**src/rtl/dataio_mem_responder.sv**
```systemverilog
// -----------------------------------------------------------------------------
// dataio_mem_responder
//
// Memory-side responder for the core's data-IO port. Accepts one load/store
// request at a time from the execute stage (REQ/BUSY handshake), turns the
// access order and byte address into a word-aligned address plus byte-enables,
// runs a single transaction on the data memory bus and returns a one-cycle
// completion pulse carrying the raw (unshifted) 32-bit read word.
//
// Optional feature macro: DATAIO_MISALIGN_FAULT_EN
//   defined   : misaligned halfword/word accesses skip memory and complete
//               immediately with oCORE_FAULT=1 and oCORE_DATA=0.
//   undefined : oCORE_FAULT is always 0; a misaligned access is issued with
//               ADDR[1:0] dropped (halfword lane chosen by ADDR[1], word=1111).
//
// Ports
//   iCLOCK, inRESET (async, active-low), iRESET_SYNC (synchronous flush)
//   Core side : iCORE_REQ, oCORE_BUSY, iCORE_ORDER, iCORE_MASK, iCORE_RW,
//               iCORE_TID, iCORE_MMUMOD, iCORE_PDT, iCORE_ADDR, iCORE_DATA,
//               oCORE_VALID, oCORE_DATA, oCORE_FAULT
//   Memory    : oMEM_REQ, iMEM_BUSY, oMEM_RW, oMEM_ADDR, oMEM_BE, oMEM_DATA,
//               oMEM_TID, oMEM_MMUMOD, oMEM_PDT, iMEM_VALID, iMEM_DATA
// -----------------------------------------------------------------------------
module dataio_mem_responder (
  input  logic        iCLOCK,
  input  logic        inRESET,
  input  logic        iRESET_SYNC,
  // core request side
  input  logic        iCORE_REQ,
  output logic        oCORE_BUSY,
  input  logic [1:0]  iCORE_ORDER,
  input  logic [3:0]  iCORE_MASK,
  input  logic        iCORE_RW,
  input  logic [13:0] iCORE_TID,
  input  logic [1:0]  iCORE_MMUMOD,
  input  logic [31:0] iCORE_PDT,
  input  logic [31:0] iCORE_ADDR,
  input  logic [31:0] iCORE_DATA,
  // core response side
  output logic        oCORE_VALID,
  output logic [31:0] oCORE_DATA,
  output logic        oCORE_FAULT,
  // memory bus
  output logic        oMEM_REQ,
  input  logic        iMEM_BUSY,
  output logic        oMEM_RW,
  output logic [31:0] oMEM_ADDR,
  output logic [3:0]  oMEM_BE,
  output logic [31:0] oMEM_DATA,
  output logic [13:0] oMEM_TID,
  output logic [1:0]  oMEM_MMUMOD,
  output logic [31:0] oMEM_PDT,
  input  logic        iMEM_VALID,
  input  logic [31:0] iMEM_DATA
);

  typedef enum logic [2:0] {
    ST_IDLE    = 3'd0,
    ST_MEMREQ  = 3'd1,
    ST_MEMWAIT = 3'd2,
    ST_RESP    = 3'd3,
    ST_DRAIN   = 3'd4
  } state_t;

  // Byte-enables for the aligned word; misaligned low bits are ignored here.
  function automatic logic [3:0] calc_be(input logic [1:0] order, input logic [1:0] lo);
    logic [3:0] be;
    case (order)
      2'b00:   be = 4'b0001 << lo;
      2'b01:   be = lo[1] ? 4'b1100 : 4'b0011;
      2'b10:   be = 4'b1111;
      default: be = 4'b0000;
    endcase
    return be;
  endfunction

  // Replicate right-aligned store data onto every lane the access may hit.
  function automatic logic [31:0] calc_lanes(input logic [1:0] order, input logic [31:0] data);
    logic [31:0] lanes;
    case (order)
      2'b00:   lanes = {4{data[7:0]}};
      2'b01:   lanes = {2{data[15:0]}};
      default: lanes = data;
    endcase
    return lanes;
  endfunction

`ifdef DATAIO_MISALIGN_FAULT_EN
  // Halfword needs ADDR[0]=0, word needs ADDR[1:0]=0.
  function automatic logic calc_misaligned(input logic [1:0] order, input logic [1:0] lo);
    logic mis;
    case (order)
      2'b01:   mis = lo[0];
      2'b10:   mis = (lo != 2'b00);
      default: mis = 1'b0;
    endcase
    return mis;
  endfunction
`endif

  state_t      state_r;
  logic        busy_r;
  logic        valid_r;
  logic        fault_r;
  logic [31:0] core_data_r;
  logic        mem_req_r;
  logic        mem_rw_r;
  logic [31:0] mem_addr_r;
  logic [3:0]  mem_be_r;
  logic [31:0] mem_data_r;
  logic [13:0] mem_tid_r;
  logic [1:0]  mem_mmumod_r;
  logic [31:0] mem_pdt_r;

  logic        fault_s;
  logic        skip_s;
  logic        unused_mask_s;

  // The load mask travels with the request but has no consumer on this bus.
  assign unused_mask_s = ^iCORE_MASK;

  // Decide whether an incoming request bypasses the memory bus.
  always_comb begin
    fault_s = 1'b0;
    skip_s  = 1'b0;
`ifdef DATAIO_MISALIGN_FAULT_EN
    fault_s = calc_misaligned(iCORE_ORDER, iCORE_ADDR[1:0]);
`else
    fault_s = 1'b0;
`endif
    if (iCORE_ORDER == 2'b11) begin
      skip_s = 1'b1;
    end else begin
      skip_s = fault_s;
    end
  end

  // Transaction FSM with all outputs registered alongside the state.
  always_ff @(posedge iCLOCK or negedge inRESET) begin
    if (!inRESET) begin
      state_r      <= ST_IDLE;
      busy_r       <= 1'b0;
      valid_r      <= 1'b0;
      fault_r      <= 1'b0;
      core_data_r  <= 32'h0000_0000;
      mem_req_r    <= 1'b0;
      mem_rw_r     <= 1'b0;
      mem_addr_r   <= 32'h0000_0000;
      mem_be_r     <= 4'b0000;
      mem_data_r   <= 32'h0000_0000;
      mem_tid_r    <= 14'h0000;
      mem_mmumod_r <= 2'b00;
      mem_pdt_r    <= 32'h0000_0000;
    end else begin
      // Completion is a single-cycle pulse unless RESP is being entered.
      valid_r <= 1'b0;
      case (state_r)
        ST_IDLE: begin
          if (iRESET_SYNC) begin
            busy_r    <= 1'b0;
            mem_req_r <= 1'b0;
          end else if (iCORE_REQ) begin
            busy_r       <= 1'b1;
            mem_rw_r     <= iCORE_RW;
            mem_addr_r   <= {iCORE_ADDR[31:2], 2'b00};
            mem_be_r     <= calc_be(iCORE_ORDER, iCORE_ADDR[1:0]);
            mem_data_r   <= calc_lanes(iCORE_ORDER, iCORE_DATA);
            mem_tid_r    <= iCORE_TID;
            mem_mmumod_r <= iCORE_MMUMOD;
            mem_pdt_r    <= iCORE_PDT;
            if (skip_s) begin
              // No-op order or faulting access: answer without touching memory.
              state_r     <= ST_RESP;
              valid_r     <= 1'b1;
              fault_r     <= fault_s;
              core_data_r <= 32'h0000_0000;
              mem_req_r   <= 1'b0;
            end else begin
              state_r   <= ST_MEMREQ;
              mem_req_r <= 1'b1;
            end
          end else begin
            busy_r    <= 1'b0;
            mem_req_r <= 1'b0;
          end
        end

        ST_MEMREQ: begin
          if (iRESET_SYNC) begin
            state_r   <= ST_IDLE;
            busy_r    <= 1'b0;
            mem_req_r <= 1'b0;
          end else if (!iMEM_BUSY) begin
            state_r   <= ST_MEMWAIT;
            mem_req_r <= 1'b0;
          end else begin
            // Memory stalled: request and latched payload stay put.
            mem_req_r <= 1'b1;
          end
        end

        ST_MEMWAIT: begin
          if (iMEM_VALID) begin
            if (iRESET_SYNC) begin
              // Flush coincides with the reply: bus is clean, drop the result.
              state_r <= ST_IDLE;
              busy_r  <= 1'b0;
            end else begin
              state_r     <= ST_RESP;
              valid_r     <= 1'b1;
              fault_r     <= 1'b0;
              core_data_r <= mem_rw_r ? 32'h0000_0000 : iMEM_DATA;
            end
          end else if (iRESET_SYNC) begin
            // Reply still outstanding on the bus; swallow it before going idle.
            state_r <= ST_DRAIN;
          end else begin
            state_r <= ST_MEMWAIT;
          end
        end

        ST_RESP: begin
          state_r <= ST_IDLE;
          busy_r  <= 1'b0;
        end

        ST_DRAIN: begin
          if (iMEM_VALID) begin
            state_r <= ST_IDLE;
            busy_r  <= 1'b0;
          end else begin
            state_r <= ST_DRAIN;
          end
        end

        default: begin
          state_r   <= ST_IDLE;
          busy_r    <= 1'b0;
          mem_req_r <= 1'b0;
        end
      endcase
    end
  end

  assign oCORE_BUSY  = busy_r;
  // A flush arriving in the RESP cycle cancels the completion pulse.
  assign oCORE_VALID = valid_r & ~iRESET_SYNC;
  assign oCORE_DATA  = core_data_r;
`ifdef DATAIO_MISALIGN_FAULT_EN
  assign oCORE_FAULT = fault_r;
`else
  assign oCORE_FAULT = 1'b0 & fault_r;
`endif
  assign oMEM_REQ    = mem_req_r;
  assign oMEM_RW     = mem_rw_r;
  assign oMEM_ADDR   = mem_addr_r;
  assign oMEM_BE     = mem_be_r;
  assign oMEM_DATA   = mem_data_r;
  assign oMEM_TID    = mem_tid_r;
  assign oMEM_MMUMOD = mem_mmumod_r;
  assign oMEM_PDT    = mem_pdt_r;

endmodule

```
**config.mk**
```make
export PLATFORM = sky130hd
export DESIGN_NAME = dataio_mem_responder
export DESIGN_NICKNAME = d
export VERILOG_FILES = /design/src/rtl/dataio_mem_responder.sv
export SDC_FILE = /design/constraint.sdc
export NUM_CORES = 1
export LEC_CHECK = 0
export ABC_AREA = 1
export CORE_UTILIZATION = 40
export DETAILED_ROUTE_END_ITERATION = 7
export GPL_TIMING_DRIVEN = 0
export PLACE_DENSITY = 0.84
export RECOVER_POWER = 50
export SLEW_MARGIN = 5
export SYNTH_ARGS = -nofsm -noshare
export SYNTH_HDL_FRONTEND = slang
export SYNTH_SLANG_ARGS = --single-unit
```
**constraint.sdc**
```tcl
create_clock -name iCLOCK -period 3.1 [get_ports iCLOCK]
set_input_delay 0.465 -clock iCLOCK [delete_from_list [all_inputs] [get_ports iCLOCK]]
set_output_delay 0.465 -clock iCLOCK [all_outputs]
set_load 0.01 [all_outputs]
```
Yosys cells after proc, flatten, opt, wreduce, memory -nomap -nowiden --
Cells that the tools add are included.
Word-level totals: output and inout bits 153, word-level logic and storage cells 76, register bits after elaboration 153
Cells by class: reductions and logical operators 8, shift-type cells 1, bitwise gates (word level) 2, eq/ne operators 14, multiplexer cells 39
Operator list (count):
- 32-bit two-way mux | 6
- 32-bit one-hot mux with 2 select lines | 2
- 3-bit two-way mux | 7
- 1-bit two-way mux | 16
- 2-bit != test, second input constant | 6
- 3-bit one-hot mux with 4 select lines | 1
- 4-bit one-hot mux with 3 select lines | 1
- 3-bit by 2-bit equality test with 1-bit output, second input constant | 2
- 3-bit AND reduction | 2
- 6-bit AND reduction | 1
- 2-bit equality test, second input constant | 2
- 2-bit two-way mux | 2
- 4-bit two-way mux | 1
- 1-bit one-hot mux with 4 select lines | 1
- 1-bit by 2-bit << shifter with 4-bit output, first input constant | 1
- 3-bit by 1-bit equality test with 1-bit output, second input constant | 1
- 3-bit equality test, second input constant | 1
- 3-bit zero test | 1
- 3-bit != test, second input constant | 1
- 1-bit one-hot mux with 3 select lines | 1
- 3-bit OR reduction | 1
- 2-bit by 1-bit equality test with 1-bit output, second input constant | 1
- 2-bit zero test | 1
- 1-bit one-hot mux with 2 select lines | 1
- other kinds (4) | 4

Longest topological paths before layout --
Gate-level depths: netlist of the first run.
word-level depth 6, gate-level depth with buffers 8, gate-level depth less buffers 8

Worst setup path after synthesis of the first run --
Ideal clock, no wire load.
path kind input to register, from in iRESET_SYNC, to reg mem_addr_r[10] (netlist: oMEM_ADDR[10]), library setup time 0.117 ns, arrival time 1.215 ns, stages on the path 8, buffers on the path 2, data required time 2.983 ns, path slack 1.769 ns, path through inv_1 > nand2_1 > nor2_4 > inv_2 > buf_6 > buf_6 > nand2_1 > nand2_1
On the way: word-level cells in the longest chain between the ends 2
RTL lines:
- from (decl) | RTL line 27 | input logic iRESET_SYNC,
- 1-bit NOT (no source line)
- 3-bit AND reduction (no source line)
- to (signal assigned) | RTL line 165 | mem_addr_r <= {iCORE_ADDR[31:2], 2'b00};
- to (decl) | RTL line 108 | logic [31:0] mem_addr_r;
No other way between the ends. A chain may end at the register's enable or synchronous reset.

Worst setup path after layout of the first run --
from in iRESET_SYNC, to reg mem_pdt_r[9] (netlist: oMEM_PDT[9])
On the way: word-level cells in the longest chain between the ends 2
RTL lines:
- 1-bit NOT (no source line)
- 3-bit AND reduction (no source line)
- to (signal assigned) | RTL line 170 | mem_pdt_r <= iCORE_PDT;
- to (decl) | RTL line 113 | logic [31:0] mem_pdt_r;
No other way between the ends.

==> results of run 1 <==
-- final timing paths --
kind                          startpoint            end  slack, ns  depth (start not counted)
setup reg to reg              state_r[0]    oMEM_PDT[9]       1.04                          7
hold / removal             oMEM_ADDR[15]  oMEM_ADDR[15]       0.47                          2
setup / recovery             iRESET_SYNC    oMEM_PDT[9]       0.83                          8
max in group asynchronous        inRESET  oMEM_DATA[25]       0.97                          3
min in group asynchronous        inRESET    oMEM_PDT[9]       0.98                          2
hold reg to reg            oMEM_ADDR[15]  oMEM_ADDR[15]       0.47                          2
-- worst register-to-register path, stage by stage, from the launching register on --
cell      delay (ns)
dfrtp_1         0.42
nor2_2          0.17
nand2_2         0.09
nor2_1          0.24
clkbuf_1        0.62
buf_4           0.30
nand2_1         0.09
nand2_1         0.07
-- report_power, final --
part           total [mW]  leakage (nW)  internal, mW  switching (mW)
clock network        1.99         0.268          1.06           0.936
logic                3.95          3.05          2.05            1.89
registers            3.27          1.96          2.82           0.451
total                9.21          5.28          5.93            3.28
-- kinds of logic after synthesis --
kind of cell           count (synthesis)  synth area share
other                                  1          0.000562
and+or+nand+nor                      562             0.329
DFF                                  153             0.574
AOI/OAI and AO/OA                     38            0.0292
buffers and inverters                 79            0.0671
-- flip-flops by register name, summed over array words and instances (netlist names) --
| register | count |
|---|---|
| oMEM_PDT | 32 |
| oMEM_MMUMOD | 2 |
| state_r | 3 |
| oMEM_ADDR | 30 |
| oCORE_DATA | 32 |
| oMEM_REQ | 1 |
| oMEM_BE | 4 |
| oMEM_DATA | 32 |
| valid_r | 1 |
| oMEM_TID | 14 |
| oCORE_BUSY | 1 |
| oMEM_RW | 1 |
-- timing repair --
| action | CTS | global route |
|---|---|---|
| hold buffers | 1 | 0 |
| endpoints found under the hold margin | 61 | 0 |
| buffers inserted | 0 | 0 |
-- stage by stage --
step	hold slack [ns]	cell area (um2)	setup slack [ns]	power [mW]
finish	0.470	10500	0.827	9.21
detailed placement	0.432	10000	0.980	7.28
floorplan	0.169	6680	1.77	4.93
global placement	0.453	9960	-4.73	7.18
CTS	0.469	10600	0.987	9.30
global route	0.497	10500	0.634	9.78
-- Yosys cell counts, types with 2 or more instances --
cell,instances
buf_2,13
buf_4,16
buf_6,10
clkbuf_1,8
dfrtp_1,153
inv_1,29
inv_2,2
nand2_1,466
nand2_2,3
nand3_1,44
nor2_1,43
nor2_2,2
o21a_1,2
o21ai_0,36
-- metal layers --
layer,up-vias,global-route usage
met1,3140,0.316
met3,43,0.0714
met2,282,0.431
met4,0,0.0928
met5,-,0
li1,3188,-
-- final cells by class --
class,instances,area (um2)
fill,1309,5550
sequential,153,3830
timing repair buffer,303,3050
multi-input combinational,603,2390
clock buffer,17,425
buffer,48,305
tap,216,270
clock inverter,15,128
inverter,31,116
==> summary.md, run 1 <==
| Metric | Value |
|---|---|
| Status | `finished, violations left` |
| Failing checks | `capacitance limit, slew limit` |
| Most common cell after layout, fill and taps aside | `nand2_1` |
| Worst path bufs/invs | `4` |
| RSZ-0062 raised after global routing | `no` |
| Largest net degree at the start of global routing | `93` |
| Core area | `16,100 um2` |
| Worst-margin pin slew | `1.56 ns` |
| Final min period | `2.27 ns` |
| Share of layout cells above drive strength 1 | `0.0607` |
| Residual DRC | `0` |
| Final hold vios | `0` |
| Fin nets | `1,314` |
| Worst Setup End Kind | `flip-flop` |
| Synth area leaders | `dfrtp_1 (57%), nand2_1 (26%), nand3_1 (3.3%)` |
| I/O pins | `310` |
| DRT Pass-1 Iters | `5` |
| PortBufs | `301` |
| Deepest clock path buffer count | `2` |
| Routed wl met2 | `10,500 um` |
| Area Growth Syn to Fin | `57.4%` |
| Max Used Layer | `met4` |
| H-tree levels | `4` |
| Fin Setup TNS | `0 ns` |
| Most used cell, CP | `nand2_1` |
| GPL Wtd Cong | `0.868` |
| Top-area cell type share of the netlist area | `0.574` |
| CTS Sinks | `153` |
| Cell Chain, Critical Path | `dlygate4sd3_1 -> inv_1 -> nand2_1 -> nor2_1 -> clkbuf_1 -> buf_4 -> nand2_1 -> nand2_1` |
| Vias/cell | `4.80` |
| CP Max Fanout | `10` |
| Vias | `6,653` |
| Routed len/inst | `15.4 um` |
| Root Driver | `clkbuf_16` |
| Global route total overflow | `0` |
| GR Util All Layers | `0.257` |
| Final-report max-slew violation count | `62` |
| Vias in the first global route | `6,539` |
| Mapped Cells | `833` |
| LEAKAGE | `5.28 nW` |
| Crit-path leading delay family | `buffers and inverters` |
| Syn. warnings | `0` |
| Cell area after synthesis | `6670 um2` |
| Worst EP required | `3.47 ns` |
| Post-synth cell types | `20` |
| FMAX | `0.440 GHz` |
| Sequential area share after synthesis | `0.574` |
| VDD IR-drop max | `0.397 mV` |
| Largest stage delay on the critical path | `0.62 ns` |
| Dpl hpwl | `15,700 um` |
| Initial antenna violation count | `0` |
| Post-cts sizing count | `0` |
| Most frequent cells in the layout | `nand2_1 (467), clkdlybuf4s50_1 (298), dfrtp_1 (153)` |
| Arrival @ worst endpoint | `2.64 ns` |
| Antenna cell count | `0` |
| Dpl cells | `1,353` |
| Crit share post-route | `0.733` |
| Drt total wl | `21,300 um` |
| Num CTS Buffers | `17` |
| Die span in x | `131 um` |
| CP max stage cell | `clkbuf_1` |
| Setup-failing EPs final | `0` |
| Die footprint | `17,200 um2` |
| MaxCap Viol Count | `1` |
| Avg Inst Size Synth | `8.01 um2` |
| CTS tree | `done` |
| Global-route wire length before repair | `34,800 um` |
| Antenna-violating nets left | `0` |
| Synth Flop Type | `dfrtp_1` |
| Final non-filler cell total | `1,386` |
| Worst-path clk slew | `0.07 ns` |
| Clock skew | `0.00793 ns` |
| HP Class | `flip-flop to flip-flop` |
| Clock Latency Late Sink | `0.42 ns` |
| Chip height | `131 um` |
| DR WL met3 | `1550 um` |
| Number of synthesized flops with an enable pin | `0` |
| Crit path kind | `input port to flip-flop` |
| Max_slew headroom | `-0.0420` |
| #FFs+latches synth | `153` |
| PD cells | `876 nW/um2` |
| Share of the core filled with cells | `0.654` |
| CP Launch Type | `input port` |
| Synth area leader | `dfrtp_1` |
| Metal-1 WL | `8710 um` |
| Site row count | `46` |
| Initial Util | `0.416` |
| Async set-or-reset flop fraction in the synthesized netlist | `1.00` |
| 1st-iter DRT viols | `373` |
Power figures use the tool's default switching activity.
==> run 2: changes to the inputs <==
==> constraint.sdc (replaced) <==
create_clock -name iCLOCK -period 2.32 [get_ports iCLOCK]
set_input_delay 0.348 -clock iCLOCK [delete_from_list [all_inputs] [get_ports iCLOCK]]
set_output_delay 0.348 -clock iCLOCK [all_outputs]
set_load 0.01 [all_outputs]
==> run 2 against run 1 <==
Compared with the run above: the flow now finishes without violations; worst setup slack worse by 0.37 ns; global-route usage is the same; die area unchanged; highest routed layer unchanged; sequential power grew 34%; non-clock buffer count stayed put; first-iteration DRC count fell by 5.4%; power up 34%; register-to-register slack worse by 0.59 ns; utilization about the same; largest power group unchanged.
==> summary.md, run 2 (same netlist as run 1, synthesis figures left out) <==
| Metric | Value |
|---|---|
| VDD IR-drop max | `0.532 mV` |
| Status | `finished clean` |
| Drt total wl | `21,400 um` |
| Routed len/inst | `15.4 um` |
| RSZ-0062 raised after global routing | `no` |
| Final-report max-slew violation count | `0` |
| Chip height | `131 um` |
| Arrival @ worst endpoint | `2.23 ns` |
| Initial Util | `0.416` |
| Largest net degree at the start of global routing | `93` |
| Site row count | `46` |
| Max_slew headroom | `0.620` |
| Worst-margin pin slew | `0.570 ns` |
| Area Growth Syn to Fin | `57.6%` |
| 1st-iter DRT viols | `353` |
| GR Util All Layers | `0.257` |
| DRT Pass-1 Iters | `5` |
| PD cells | `1170 nW/um2` |
| Die footprint | `17,200 um2` |
| Share of the core filled with cells | `0.655` |
| Final min period | `1.87 ns` |
| Antenna cell count | `0` |
| Vias | `6,614` |
| CTS tree | `done` |
| Worst-path clk slew | `0.07 ns` |
| Num CTS Buffers | `17` |
| Fin Setup TNS | `0 ns` |
| Share of layout cells above drive strength 1 | `0.0607` |
| Final hold vios | `0` |
| Clock skew | `0.00771 ns` |
| Global route total overflow | `0` |
| MaxCap Viol Count | `0` |
| Antenna-violating nets left | `0` |
| Most common cell after layout, fill and taps aside | `nand2_1` |
| Root Driver | `clkbuf_16` |
| I/O pins | `310` |
| Final non-filler cell total | `1,386` |
| CP Launch Type | `flip-flop` |
| PortBufs | `301` |
| Die span in x | `131 um` |
| CTS Sinks | `153` |
| Worst Setup End Kind | `flip-flop` |
| LEAKAGE | `5.29 nW` |
| Dpl hpwl | `15,700 um` |
| Dpl cells | `1,353` |
| Crit share post-route | `0.805` |
| Setup-failing EPs final | `0` |
| Post-CTS setup buffers | `0` |
| H-tree levels | `4` |
| Residual DRC | `0` |
| Core area | `16,100 um2` |
| Global-route wire length before repair | `34,800 um` |
| CP Max Fanout | `10` |
| GPL Wtd Cong | `0.868` |
| Fin nets | `1,314` |
| Vias in the first global route | `6,539` |
| Initial antenna violation count | `0` |
| FMAX | `0.536 GHz` |
| Final total power | `12.3 mW` |
| Most frequent cells in the layout | `nand2_1 (468), clkdlybuf4s50_1 (299), dfrtp_1 (153)` |
| Worst EP required | `2.68 ns` |
| Clock Latency Late Sink | `0.43 ns` |
| Vias/cell | `4.77` |
| Crit path kind | `flip-flop to flip-flop` |
| Deepest clock path buffer count | `2` |
| HP Class | `input port to flip-flop` |
[run 2: cell count changes in the layout (fill, tap and decap cells not counted), sizes merged]
| cell | previous run | this run |
|---|---|---|
| buf | 33 | 34 |
| clkbuf | 34 | 33 |
| dlygate4sd3 | 3 | 2 |
| clkdlybuf4s50 | 298 | 299 |
[run 2: timing repair]
action | CTS | global route
hold buffers | 1 | 0
endpoints found under the hold margin | 61 | 0
gates resized for setup | 0 | 0
[run 2: stage by stage]
step                      setup slack [ns]  hold WS (ns)  area, um2
after global placement               -5.40         0.453       9960
after global routing                 0.258         0.431      10500
after floorplan                       1.06        0.0524       6680
final                                0.453         0.369      10500
after detailed placement             0.317         0.315      10000
after CTS                            0.441         0.352      10600
[run 2: area by class of cell]
| class | count | area (um2) |
|---|---|---|
| Buffer | 48 | 308 |
| Clock buffer | 17 | 425 |
| Clock inverter | 15 | 128 |
| Fill cell | 1310 | 5540 |
| Inverter | 31 | 116 |
| Multi-Input combinational cell | 603 | 2380 |
| Sequential cell | 153 | 3830 |
| Tap cell | 216 | 270 |
| Timing Repair Buffer | 303 | 3060 |
[run 2: where the power goes]
| group | switching (mW) | total [mW] | internal [mW] | leakage, nW |
|---|---|---|---|---|
| registers | 0.599 | 4.37 | 3.77 | 1.96 |
| logic | 2.52 | 5.27 | 2.74 | 3.06 |
| clock network | 1.26 | 2.67 | 1.41 | 0.268 |
| total | 4.38 | 12.3 | 7.92 | 5.29 |
[run 2: critical path, stage by stage (launching register included)]
cell and delay (ns):
dfrtp_1 0.40, nor2_1 0.22, nand4_1 0.31, nand2_1 0.29, clkbuf_1 0.39, nand2_1 0.10
nand2_1 0.09
[run 2: final timing paths]
check | end | slack [ns] | start | cells past startpoint
worst min register to register | oMEM_ADDR[15] | 0.47 | oMEM_ADDR[15] | 2
worst max-delay path | oCORE_DATA[2] | 0.45 | state_r[2] | 6
worst min-delay path | state_r[1] | 0.37 | iCORE_ORDER[0] | 5
max in group asynchronous | oMEM_DATA[1] | 1.03 | inRESET | 3
worst max register to register | oCORE_DATA[2] | 0.45 | state_r[2] | 6
min in group asynchronous | oMEM_PDT[9] | 0.46 | inRESET | 2
[run 2: metal layers]
metal | share of wire | GRT usage | up-vias
li1 | - | - | 3184
met1 | 0.41 | 0.316 | 3129
met2 | 0.49 | 0.431 | 262
met3 | 0.071 | 0.0714 | 39
met4 | 0.025 | 0.0928 | 0
met5 | 0 | 0 | -
